$ cat src/rtl/uart_pkg.sv
// uart_pkg: shared types and helpers for the UART receive path.
//   rx_state_t   : receiver FSM states
//   PARITY_*     : encodings of the PARITY parameter
//   cnt_width()  : width of a counter that must hold 0..n-1
package uart_pkg;

    typedef enum logic [2:0] {
        ST_IDLE,
        ST_START,
        ST_DATA,
        ST_PARITY,
        ST_STOP,
        ST_BREAK
    } rx_state_t;

    localparam int PARITY_NONE = 0;
    localparam int PARITY_ODD  = 1;
    localparam int PARITY_EVEN = 2;

    function automatic int cnt_width(input int n);
        return (n <= 2) ? 1 : $clog2(n);
    endfunction

endpackage

$ cat src/rtl/uart_sync2.sv
// uart_sync2: two-flop synchroniser for a single asynchronous input bit.
//   clk, rst : system clock, asynchronous active-high reset
//   d        : asynchronous input
//   q        : synchronised output (2-cycle latency)
// RESET_VAL sets the level both flops take in reset, so an idle-high line
// does not look like an edge when reset is released.
module uart_sync2 #(
    parameter logic RESET_VAL = 1'b1
) (
    input  logic clk,
    input  logic rst,
    input  logic d,
    output logic q
);

    logic meta;

    always_ff @(posedge clk or posedge rst) begin
        if (rst) begin
            meta <= RESET_VAL;
            q    <= RESET_VAL;
        end else begin
            meta <= d;
            q    <= meta;
        end
    end

endmodule

$ cat src/rtl/uart_rx_frame.sv
// uart_rx_frame: parametrised UART receiver (DATA_BITS, PARITY, STOP_BITS)
// with input synchroniser, parity / framing error detection, a valid/ready
// holding register and overrun reporting.
//   clk, rst      : system clock, asynchronous active-high reset
//   i_rx          : serial line, asynchronous, idle high
//   o_data        : received word (LSB arrives first)
//   o_valid       : o_data and error flags valid
//   i_ready       : consumer accepts the word when o_valid & i_ready
//   o_parity_err  : parity mismatch on the held word (0 when PARITY = 0)
//   o_frame_err   : a stop bit was sampled low on the held word
//   o_overrun     : one-cycle pulse, a completed frame was dropped
//   o_busy        : receiver not in IDLE
// Build option: define UART_RX_MAJORITY_EN to take a 2-of-3 vote of the
// synchronised line around every sample point (adds one cycle of latency).
module uart_rx_frame
    import uart_pkg::*;
#(
    parameter int CLK_PER_BIT = 87,
    parameter int DATA_BITS   = 8,
    parameter int PARITY      = 0,
    parameter int STOP_BITS   = 1
) (
    input  logic                 clk,
    input  logic                 rst,
    input  logic                 i_rx,
    output logic [DATA_BITS-1:0] o_data,
    output logic                 o_valid,
    input  logic                 i_ready,
    output logic                 o_parity_err,
    output logic                 o_frame_err,
    output logic                 o_overrun,
    output logic                 o_busy
);

    localparam int              CW        = cnt_width(CLK_PER_BIT);
    localparam logic [CW-1:0]   CNT_LAST  = CW'(CLK_PER_BIT - 1);
    localparam logic [CW-1:0]   CNT_MID   = CW'((CLK_PER_BIT - 1) / 2);
    localparam logic [3:0]      DATA_LAST = 4'(DATA_BITS - 1);
    localparam logic [3:0]      STOP_LAST = 4'(STOP_BITS - 1);

    // FSM state is a named signal so checkers can bind to it directly.
    rx_state_t              state, state_n;
    logic [CW-1:0]          cnt, cnt_n;
    logic [3:0]             bit_cnt, bit_cnt_n;
    logic [DATA_BITS-1:0]   shreg, shreg_n, data_n;
    logic                   par_acc, par_acc_n, frm_acc, frm_acc_n;
    logic                   valid_n, perr_n, ferr_n, overrun_n, busy_n;
    logic                   frame_bad, complete;
    logic                   rx_s, rx_bit;

    uart_sync2 #(.RESET_VAL(1'b1)) u_sync (
        .clk (clk),
        .rst (rst),
        .d   (i_rx),
        .q   (rx_s)
    );

`ifdef UART_RX_MAJORITY_EN
    // Voting over three consecutive rx_s values delays every decision by one
    // cycle: the FSM sees the vote of target-1..target+1 at its usual count.
    logic rx_d1, rx_d2;

    always_ff @(posedge clk or posedge rst) begin
        if (rst) begin
            rx_d1 <= 1'b1;
            rx_d2 <= 1'b1;
        end else begin
            rx_d1 <= rx_s;
            rx_d2 <= rx_d1;
        end
    end

    assign rx_bit = (rx_s & rx_d1) | (rx_s & rx_d2) | (rx_d1 & rx_d2);
`else
    assign rx_bit = rx_s;
`endif

    always_ff @(posedge clk or posedge rst) begin
        if (rst) begin
            state        <= ST_IDLE;
            cnt          <= '0;
            bit_cnt      <= '0;
            shreg        <= '0;
            par_acc      <= 1'b0;
            frm_acc      <= 1'b0;
            o_data       <= '0;
            o_valid      <= 1'b0;
            o_parity_err <= 1'b0;
            o_frame_err  <= 1'b0;
            o_overrun    <= 1'b0;
            o_busy       <= 1'b0;
        end else begin
            state        <= state_n;
            cnt          <= cnt_n;
            bit_cnt      <= bit_cnt_n;
            shreg        <= shreg_n;
            par_acc      <= par_acc_n;
            frm_acc      <= frm_acc_n;
            o_data       <= data_n;
            o_valid      <= valid_n;
            o_parity_err <= perr_n;
            o_frame_err  <= ferr_n;
            o_overrun    <= overrun_n;
            o_busy       <= busy_n;
        end
    end

    // Handshake: a word transfers on any cycle with o_valid & i_ready high.
    // o_valid then drops on the following cycle unless a frame completes in
    // that same cycle, in which case the new word is loaded and o_valid stays
    // high. Held data and flags never change while o_valid is high and no
    // transfer occurs; a completion in that situation is dropped and reported
    // on o_overrun.
    always_comb begin
        state_n   = state;
        cnt_n     = cnt + CW'(1);
        bit_cnt_n = bit_cnt;
        shreg_n   = shreg;
        par_acc_n = par_acc;
        frm_acc_n = frm_acc;
        data_n    = o_data;
        valid_n   = o_valid;
        perr_n    = o_parity_err;
        ferr_n    = o_frame_err;
        overrun_n = 1'b0;
        frame_bad = frm_acc;
        complete  = 1'b0;

        if (o_valid && i_ready) begin
            valid_n = 1'b0;
        end

        case (state)
            ST_IDLE: begin
                cnt_n = '0;
                if (!rx_bit) begin
                    state_n   = ST_START;
                    bit_cnt_n = '0;
                    par_acc_n = 1'b0;
                    frm_acc_n = 1'b0;
                end
            end
            ST_START: begin
                if (cnt == CNT_MID) begin
                    cnt_n   = '0;
                    state_n = rx_bit ? ST_IDLE : ST_DATA;
                end
            end
            ST_DATA: begin
                if (cnt == CNT_LAST) begin
                    cnt_n   = '0;
                    shreg_n = {rx_bit, shreg[DATA_BITS-1:1]};
                    if (bit_cnt == DATA_LAST) begin
                        bit_cnt_n = '0;
                        state_n   = (PARITY != PARITY_NONE) ? ST_PARITY : ST_STOP;
                    end else begin
                        bit_cnt_n = bit_cnt + 4'd1;
                    end
                end
            end
            ST_PARITY: begin
                if (cnt == CNT_LAST) begin
                    cnt_n   = '0;
                    state_n = ST_STOP;
                    // XOR over data plus parity bit must be 1 for odd, 0 for even.
                    par_acc_n = (PARITY == PARITY_ODD) ? ~(^shreg ^ rx_bit)
                                                       :  (^shreg ^ rx_bit);
                end
            end
            ST_STOP: begin
                if (cnt == CNT_LAST) begin
                    cnt_n     = '0;
                    frame_bad = frm_acc | ~rx_bit;
                    frm_acc_n = frame_bad;
                    if (bit_cnt == STOP_LAST) begin
                        complete = 1'b1;
                        // A bad stop bit usually means a held-low line; wait
                        // for it to return high before hunting for a start bit.
                        state_n  = frame_bad ? ST_BREAK : ST_IDLE;
                    end else begin
                        bit_cnt_n = bit_cnt + 4'd1;
                    end
                end
            end
            ST_BREAK: begin
                cnt_n = '0;
                if (rx_bit) begin
                    state_n = ST_IDLE;
                end
            end
            default: begin
                cnt_n   = '0;
                state_n = ST_IDLE;
            end
        endcase

        if (complete) begin
            if (!o_valid || i_ready) begin
                data_n  = shreg;
                perr_n  = par_acc;
                ferr_n  = frame_bad;
                valid_n = 1'b1;
            end else begin
                overrun_n = 1'b1;
            end
        end

        busy_n = (state_n != ST_IDLE);
    end

endmodule

$ cat config.mk
export PLATFORM = sky130hd
export DESIGN_NAME = uart_rx_frame
export DESIGN_NICKNAME = d
export VERILOG_FILES = /design/src/rtl/uart_pkg.sv /design/src/rtl/uart_sync2.sv /design/src/rtl/uart_rx_frame.sv
export SDC_FILE = /design/constraint.sdc
export NUM_CORES = 1
export LEC_CHECK = 0
export BUFFER_PORTS_ARGS = -buffer_cell sky130_fd_sc_hd__buf_2
export CAP_MARGIN = 20
export CORE_ASPECT_RATIO = 0.9
export CORE_MARGIN = 2
export CORE_UTILIZATION = 56
export CTS_BUF_LIST = sky130_fd_sc_hd__clkbuf_4 sky130_fd_sc_hd__clkbuf_8
export CTS_CLUSTER_SIZE = 28
export DETAILED_ROUTE_END_ITERATION = 16
export GPL_TIMING_DRIVEN = 0
export PLACE_DENSITY = 0.82
export SETUP_SLACK_MARGIN = 0.3
export SLEW_MARGIN = 20
export SYNTH_ARGS = -nofsm -noshare
export SYNTH_HDL_FRONTEND = slang
export SYNTH_SLANG_ARGS = --single-unit
export TNS_END_PERCENT = 30
$ cat constraint.sdc
create_clock -name clk -period 2.35 [get_ports clk]
set_input_delay 0.1175 -clock clk [delete_from_list [all_inputs] [get_ports clk]]
set_output_delay 0.1175 -clock clk [all_outputs]
set_load 0.01 [all_outputs]
# Word level (Yosys, flattened, before mapping)
# Index checks and enable logic that the tools add are counted.
[totals] word_cells=82 output_inout_bits=13 register_bits=39
[op_classes] eq_ne=13 mux=34 bitwise_logic=3 addsub=2 n_reduce_logical=16
[op_table] op="$mux 3" count=9
[op_table] op="$mux 4" count=5
[op_table] op="$pmux 3 s6" count=1
[op_table] op="$mux 7" count=2
[op_table] op="$pmux 7 s2" count=1
[op_table] op="$mux 1" count=12
[op_table] op="$pmux 4 s3" count=1
[op_table] op="$ne 2x2->1 const B" count=5
[op_table] op="$reduce_xor 8->1" count=1
[op_table] op="$add 7x1->7 const B" count=1
[op_table] op="$eq 7x6->1 const B" count=1
[op_table] op="$eq 7x7->1 const B" count=1
[op_table] op="$eq 3x2->1 const B" count=2
[op_table] op="$eq 3x3->1 const B" count=2
[op_table] op="$reduce_and 2->1" count=3
[op_table] op="$reduce_bool 3->1" count=2
[op_table] op="$reduce_and 5->1" count=1
[op_table] op="$add 4x1->4 const B" count=1
[op_table] op="$eq 4x3->1 const B" count=1
[op_table] op="$logic_not 4->1" count=1
[op_table] op="$pmux 1 s2" count=2
[op_table] op="$reduce_bool 2->1" count=2
[op_table] op="$eq 3x1->1 const B" count=1
[op_table] op="$logic_not 3->1" count=1
[op_table] op="9 further kinds" count=9

# Logic depth before layout (Yosys ltp)
# Gate-level depths: netlist of the first run.
[depth] ltp_word=7 mapped_depth=7 depth_no_buf=6

# Cells and area by module
# Synthesis of the first run repeated with hierarchy kept, for this count alone.
[hier_totals] cells_unflattened=167 hier_area_um2=1945.6
[modules_own_cells] mod="uart_rx_frame" seq_area_each_um2=925.9 n_inst=1 area_per_inst_um2=1889.3 cells_per_inst=164
[modules_own_cells] mod="uart_sync2" seq_area_each_um2=52.6 n_inst=1 area_per_inst_um2=56.3 cells_per_inst=3

# Least setup slack after synthesis of the first run
# OpenSTA, ideal clock, no wires.
[synth_timing] kind="reg2reg" from="register bit_cnt[0]" to="register o_data[0]" setup_time_ps=125 t_arrival_ps=1735 path_stages_with_launch=8 period_less_slack_ps=1860 slack_ps=490 path_cell_list="dfrtp_1 -> inv_1 -> ha_1 -> nor3b_1 -> nand4_1 -> nor2b_1 -> buf_4 -> mux2_2"
[synth_via] elab_chain_cells=5
[synth_lines] item="start, declared" line="uart_rx_frame.sv:44" rtl="logic [3:0] bit_cnt, bit_cnt_n;"
[synth_lines] item="start signal, assigned" line="uart_rx_frame.sv:95" rtl="bit_cnt <= bit_cnt_n;"
[synth_lines] item="$logic_not 4->1" line="uart_rx_frame.sv:175" rtl="if (bit_cnt == STOP_LAST) begin"
[synth_lines] item="$mux 1" line="uart_rx_frame.sv:175"
[synth_lines] item="$mux 1" line="uart_rx_frame.sv:171" rtl="if (cnt == CNT_LAST) begin"
[synth_lines] item="$mux 1" line="uart_rx_frame.sv:133" rtl="case (state)"
[synth_lines] item="$reduce_and 2->1 (no line)"
[synth_lines] item="end signal, assigned" line="uart_rx_frame.sv:99" rtl="o_data <= data_n;"
[synth_lines] item="end, declared" line="uart_rx_frame.sv:26" rtl="output logic [DATA_BITS-1:0] o_data,"
# No other way between the ends.
# A chain may end at the register's enable or synchronous reset.

# Worst setup path after layout of the first run
[layout_timing] from="register cnt[0]" to="register o_data[0]"
[layout_via] elab_chain_cells=4
[layout_lines] item="start, declared" line="uart_rx_frame.sv:43" rtl="logic [CW-1:0] cnt, cnt_n;"
[layout_lines] item="start signal, assigned" line="uart_rx_frame.sv:94" rtl="cnt <= cnt_n;"
[layout_lines] item="$eq 7x7->1" line="uart_rx_frame.sv:171"
[layout_lines] item="$mux 1" line="uart_rx_frame.sv:171"
[layout_lines] item="$mux 1" line="uart_rx_frame.sv:133"
[layout_lines] item="$reduce_and 2->1 (no line)"
# No other way between the ends.

==> flow_metrics.env, run 1 <==
export IMPL_clk_path_buf_depth=2
export IMPL_synth_largest_area_cell="dfrtp_1"
export IMPL_tightest_slew_ps=782
export IMPL_fin_util_pct=65.7
export IMPL_crit_fanout=10
export IMPL_clkPwrFrac_pct=36.7
export IMPL_initial_core_util_pct=58.0
export IMPL_gp_congestion=0.774
export IMPL_synthTopCellsByArea="dfrtp_1 48%, mux2_2 9.8%, xnor2_1 3.6%"
export IMPL_hpwl_um=2550
export IMPL_mostFrequentLayoutCells="37 x dfrtp_1, 19 x buf_2, 17 x mux2_2, 10 x a21oi_1, 9 x inv_1"
export IMPL_crit_path_start="cnt[0]"
export IMPL_hold_violations=0
export IMPL_slew_headroom_pct=47.8
export IMPL_fin_setup_tns_ps=0
export IMPL_cp_arrival_ps=2130
export IMPL_insertion_delay_ps=300
export IMPL_synth_seq_cells=39
export IMPL_syn_area_um2=1940
export IMPL_ys_flop_type="dfrtp_1"
export IMPL_grt_antenna_before_repair=0
export IMPL_netlist_instances=165
export IMPL_post_route_drc_count=0
export IMPL_dieArea_um2=3960
export IMPL_rr_startpoint="cnt[0]"
export IMPL_required_ps=2530
export IMPL_grt_pass1_wl_um=5830
export IMPL_rows=20
export IMPL_peakVddDrop_mv=0.433
export IMPL_crit_family="simple AND/OR/NAND/NOR gates"
export IMPL_finalWorstSetupSlack_ps=399
export IMPL_cpPeakStageDelay_ps=410
export IMPL_power_density_nw_per_um2=566
export IMPL_crit_path_end="o_data[0]"
export IMPL_dp_slack_ps=184
export IMPL_place_area_um2=2080
export IMPL_endpoint_kind="flop"
export IMPL_synth_fp_nets=173
export IMPL_crit_buf_inv=2
export IMPL_postRouteWirelength_um=3520
export IMPL_pwr_share_seq_pct=55.8
export IMPL_yosysWarnings=0
export IMPL_skew_ps=10.2
export IMPL_rsz0062_at_grt="yes"
export IMPL_ant_nets=0
export IMPL_combPwrFrac_pct=7.6
export IMPL_grt_usage_pct=19.9
export IMPL_p_int_mw=0.933
export IMPL_routedWlPerCell_um=15.0
export IMPL_final_area_um2=2200
export IMPL_rr_endpoint="o_data[0]"
export IMPL_critical_path_class="reg2reg"
export IMPL_areaGrowthSynthToFinish_pct=13.3
export IMPL_crit_chain="inv_1, ha_1, and4bb_4, nand4_1, nor2b_1, buf_4, mux2_2"
export IMPL_min_period_over_period_pct=83.0
export IMPL_root_buffer="clkbuf_8"
export IMPL_cts_buffers=5
export IMPL_placedCellCount=225
export IMPL_design_power_total_mw=1.25
export IMPL_ys_seq_area_share_pct=50.3
export IMPL_timing_fmax_mhz=513
export IMPL_max_cap_violations=0
export IMPL_filler_cell_count=263
export IMPL_cts_sinks=39
export IMPL_pin_count=17
export IMPL_min_period_ps=1950
export IMPL_cts_tree="yes"
export IMPL_syn_mean_instance_area_um2=11.8
export IMPL_drive_gt1_share_pct=30.4
export IMPL_switching_share_pct=25.2
export IMPL_p_leak_nw=1.04
export IMPL_first_global_vias=1266
export IMPL_diodes=0
export IMPL_die_x_um=66.1
export IMPL_h_tree_depth=2
export IMPL_final_nets=198
export IMPL_first_pass_iters=4
export IMPL_switching_power_mw=0.315
export IMPL_slew_viol_final=0
export IMPL_reg2reg_depth=7
export IMPL_async_flop_share_pct=100
export IMPL_grt_max_degree=40
export IMPL_worst_hold_slack_ps=146
export IMPL_path_clk_slew_ps=80
export IMPL_io_buffers=16
export IMPL_die_h_um=59.9
export IMPL_hold_class="in2reg"
export IMPL_cp_slowest_cell="dfrtp_1"
export IMPL_synthDistinctLibCells=49
export IMPL_overflow=0
export IMPL_setup_viol=0
export IMPL_r2r_slack_ps=400
export IMPL_core_um2=3350
export IMPL_synth_top_area_share_pct=47.6
export IMPL_synth_edf_count=0
export IMPL_cts_setup_buffers=0
export IMPL_vias=1362
export IMPL_via_per_inst=5.80
export IMPL_outcome="complete, no violations"
export IMPL_critPathLaunchType="flop"
export IMPL_path_depth=7
export IMPL_layout_cells_non_filler=235
export IMPL_layout_commonest_cell="dfrtp_1"
export IMPL_drt_iter0_markers=47
-- kinds of logic (layout without fill, tap and decap cells) --
kind of cell,Yosys count,count (layout),share of synthesized area (%)
simple gates,43,43,14.8
xor+xnor,12,12,6.11
buf+inv,16,42,3.67
flops,39,39,50.3
fa+ha+maj,4,4,2.57
mux,20,20,11.5
compound gates,31,31,11.0
-- worst reg2reg max path, stage by stage, from the launching register on --
cell      delay, ps
dfrtp_1         410
inv_1            70
ha_1            170
and4bb_4        290
nand4_1         190
nor2b_1         150
buf_4           200
mux2_2          360
-- power by group through the flow --
stage               sequential (mW)  clock (mW)  combinational [mW]
finish                        0.696       0.457              0.0946
global route                  0.698       0.497               0.107
CTS                           0.696       0.462              0.0936
detailed placement            0.709           0              0.0895
global placement              0.707           0              0.0846
floorplan                     0.707           0              0.0685
-- final cells by class --
class	count	area, um2	area share [%]
Clock inverter	3	23.8	1.08
Clock buffer	5	68.8	3.12
Timing Repair Buffer	18	100	4.54
Multi-Input combinational cell	110	906	41.1
Sequential cell	39	978	44.4
Buffer	6	33.8	1.53
Tap cell	44	55.1	2.50
Inverter	10	37.5	1.70
-- routing by layer --
metal,up-vias,share of wire (%),GRT usage [%]
met5,-,0,0
met4,0,1.8,10.2
met3,6,5.3,5.27
met2,48,48,32.6
met1,664,44,24.5
li1,644,-,-
-- state kept, by name, indices dropped and copies added (netlist names) --
register	cells
shreg	8
bit_cnt	4
u_sync.meta	1
o_parity_err	1
cnt	7
state	3
o_busy	1
o_valid	1
frm_acc	1
par_acc	1
u_sync.q	1
o_data	8
o_overrun	1
o_frame_err	1
-- what timing repair did --
item                       CTS  global route
hold endpoints to repair    38             0
pin swaps                    0             1
hold buffers                 2             0
gates resized for setup      1             1
setup endpoints to repair   10            15
-- worst min path at each step --
| stage | start | to | cells past startpoint |
|---|---|---|---|
| 6_report | i_ready | o_overrun | 3 |
| 5_1_grt | i_ready | o_overrun | 3 |
| 4_1_cts | i_ready | o_overrun | 3 |
| 3_5_place_dp | i_rx | u_sync.meta | 1 |
| 3_3_place_gp | i_rx | u_sync.meta | 1 |
| 2_1_floorplan | i_rx | u_sync.meta | 0 |
-- synth_stat cells (all sizes together), types with 4 or more instances --
| library cell | instances |
|---|---|
| inv | 10 |
| nand2 | 7 |
| mux2 | 19 |
| xnor2 | 8 |
| dfrtp | 37 |
| a211oi | 4 |
| nor2b | 4 |
| nor3 | 5 |
| buf | 5 |
| a21oi | 10 |
| nand2b | 4 |
| ha | 4 |
Power figures use the tool's default switching activity.
==> run 2, diff against run 1 <==
--- a/config.mk
+++ b/config.mk
@@ -5,6 +5,7 @@
 export SDC_FILE = /design/constraint.sdc
 export NUM_CORES = 1
 export LEC_CHECK = 0
+export ABC_AREA = 1
 export BUFFER_PORTS_ARGS = -buffer_cell sky130_fd_sc_hd__buf_2
 export CAP_MARGIN = 20
 export CORE_ASPECT_RATIO = 0.9
@@ -14,7 +15,7 @@
 export CTS_CLUSTER_SIZE = 28
 export DETAILED_ROUTE_END_ITERATION = 16
 export GPL_TIMING_DRIVEN = 0
-export PLACE_DENSITY = 0.82
+export PLACE_DENSITY = 0.84
 export SETUP_SLACK_MARGIN = 0.3
 export SLEW_MARGIN = 20
 export SYNTH_ARGS = -nofsm -noshare
==> constraint.sdc (replaced) <==
create_clock -name clk -period 1.65 [get_ports clk]
set_input_delay 0.0825 -clock clk [delete_from_list [all_inputs] [get_ports clk]]
set_output_delay 0.0825 -clock clk [all_outputs]
set_load 0.01 [all_outputs]
==> flow_metrics.env, run 2 <==
export IMPL_drt_iter0_markers=137
export IMPL_slew_viol_final=0
export IMPL_outcome="complete, no violations"
export IMPL_root_buffer="clkbuf_8"
export IMPL_syn_area_um2=2080
export IMPL_synth_xor_area_share_pct=1.26
export IMPL_synthDistinctLibCells=27
export IMPL_gp_congestion=0.883
export IMPL_clk_path_buf_depth=2
export IMPL_yosysMostFrequentCell="nand2_1"
export IMPL_synth_top_area_share_pct=44.5
export IMPL_postRouteWirelength_um=4840
export IMPL_grt_usage_pct=24.0
export IMPL_critical_path_class="reg2reg"
export IMPL_synth_top_family_by_area="simple AND/OR/NAND/NOR gates"
export IMPL_async_flop_share_pct=100
export IMPL_yosys_area_share_simple_pct=30.1
export IMPL_placedCellCount=317
export IMPL_fin_setup_tns_ps=0
export IMPL_pin_count=17
export IMPL_cp_arrival_ps=1810
export IMPL_netlist_instances=254
export IMPL_routedWlPerCell_um=14.1
export IMPL_hold_class="in2reg"
export IMPL_areaGrowthSynthToFinish_pct=30.0
export IMPL_overflow=0
export IMPL_grt_max_degree=24
export IMPL_setup_viol=0
export IMPL_h_tree_depth=2
export IMPL_reg_top3="o_data: 8 flops, shreg: 8 flops, cnt: 7 flops"
export IMPL_critPathLaunchType="flop"
export IMPL_synth_fp_nets=262
export IMPL_grt_antenna_before_repair=0
export IMPL_dp_slack_ps=-117
export IMPL_finalWorstSetupSlack_ps=26.1
export IMPL_synth_compound_area_share_pct=9.98
export IMPL_cts_tree="yes"
export IMPL_rows=21
export IMPL_power_density_nw_per_um2=843
export IMPL_crit_fanout=8
export IMPL_initial_core_util_pct=57.0
export IMPL_layout_cells_non_filler=343
export IMPL_vias=1837
export IMPL_synth_largest_area_cell="dfrtp_1"
export IMPL_min_period_over_period_pct=98.4
export IMPL_yosys_top_cells_count="64 x nand2_1, 38 x inv_1, 37 x dfrtp_1, 29 x nand3_1, 22 x nor2_1"
export IMPL_first_global_vias=1691
export IMPL_die_h_um=61.8
export IMPL_skew_ps=12.7
export IMPL_layout_commonest_cell="nand2_1"
export IMPL_die_x_um=68.3
export IMPL_mostFrequentLayoutCells="51 x nand2_1, 34 x dfrtp_1, 33 x inv_1, 27 x nand3_1, 19 x nor2_1"
export IMPL_first_pass_iters=4
export IMPL_hpwl_um=2920
export IMPL_timing_fmax_mhz=616
export IMPL_diodes=0
export IMPL_hold_violations=0
export IMPL_insertion_delay_ps=300
export IMPL_final_area_um2=2710
export IMPL_yosys_mux_area_fraction_pct=0
export IMPL_synth_edf_count=0
export IMPL_yosysWarnings=0
export IMPL_synth_fa_ha_area_share_pct=2.40
export IMPL_synth_seq_cells=39
export IMPL_final_nets=304
export IMPL_via_per_inst=5.36
export IMPL_ant_nets=0
export IMPL_design_power_total_mw=2.28
export IMPL_cts_sinks=39
export IMPL_dieArea_um2=4220
export IMPL_ys_flop_type="dfrtp_1"
export IMPL_fin_util_pct=74.1
export IMPL_syn_mean_instance_area_um2=8.20
export IMPL_worst_hold_slack_ps=143
export IMPL_place_area_um2=2250
export IMPL_required_ps=1840
export IMPL_core_um2=3650
export IMPL_synthTopCellsByArea="dfrtp_1 44%, nand2_1 12%, nand3_1 7.0%"
export IMPL_drive_gt1_share_pct=35.7
export IMPL_max_cap_violations=0
export IMPL_tightest_slew_ps=393
export IMPL_post_route_drc_count=0
export IMPL_io_buffers=16
export IMPL_cts_buffers=5
export IMPL_rsz0062_at_grt="yes"
export IMPL_peakVddDrop_mv=0.584
export IMPL_ys_seq_area_share_pct=47.0
export IMPL_grt_pass1_wl_um=7460
export IMPL_slew_headroom_pct=73.8
export IMPL_endpoint_kind="flop"
export IMPL_path_clk_slew_ps=80
export IMPL_p_leak_nw=1.35
export IMPL_min_period_ps=1620
run 2: where the power goes:
| part | internal (mW) | switching, mW | total [mW] | leakage, nW |
|---|---|---|---|---|
| logic | 0.165 | 0.255 | 0.420 | 0.775 |
| clock network | 0.467 | 0.342 | 0.809 | 0.0548 |
| registers | 1.00 | 0.0544 | 1.05 | 0.524 |
run 2: cell type report:
class | count | area, um2
multi-input cells | 172 | 1040
flip-flops and latches | 39 | 982
fillers | 248 | 945
repair buffers | 35 | 307
inverters | 40 | 153
clock buffers | 6 | 76.3
well taps | 46 | 57.6
plain buffers | 3 | 51.3
clock inverters | 2 | 37.5
run 2: final timing paths:
| kind | startpoint | to | slack, ps | cells after the start |
|---|---|---|---|---|
| hold reg to reg | u_sync.meta | u_sync.q | 360 | 0 |
| min in group asynchronous | rst | shreg[5] | 320 | 3 |
| setup / recovery | cnt[0] | shreg[4] | 30 | 10 |
| max in group asynchronous | rst | bit_cnt[0] | 880 | 4 |
| hold / removal | i_ready | o_valid | 140 | 4 |
| setup reg to reg | cnt[0] | shreg[4] | 30 | 10 |
run 2: worst max-delay path, cell delays in order, from the launching register on:
cell and delay (ps):
dfrtp_1 390, inv_1 60, ha_2 190, nand2_2 60, nor2_4 110, nand2_4 80
or2_1 230, buf_6 150, buf_12 140, nand2_4 50, o21ai_2 40
run 2: cells by family (layout without fill, tap and decap cells):
kind of cell	after synthesis	in the layout
xor gates and xnor gates	3	3
buffers and inverters	43	86
DFF	39	39
AOI/OAI and AO/OA	29	29
and+or+nand+nor	136	136
adders and majority gates	4	4
run 2: per-layer routing:
layer	global-route usage [%]	vias to the layer above	routed length [um]
met5	0	-	0
met4	9.71	0	95
met3	5.05	11	206
met2	40.9	48	2500
met1	30.2	884	2040
li1	-	894	-
run 2: repair_timing:
item / 4_1_cts / 5_1_grt
pin swaps: 4 / 10
setup buffers: 8 / 6
gates cloned: 0 / 2
setup endpoints to repair: 36 / 37
gates resized for setup: 15 / 33
hold endpoints to repair: 15 / 0
hold buffers: 2 / 0
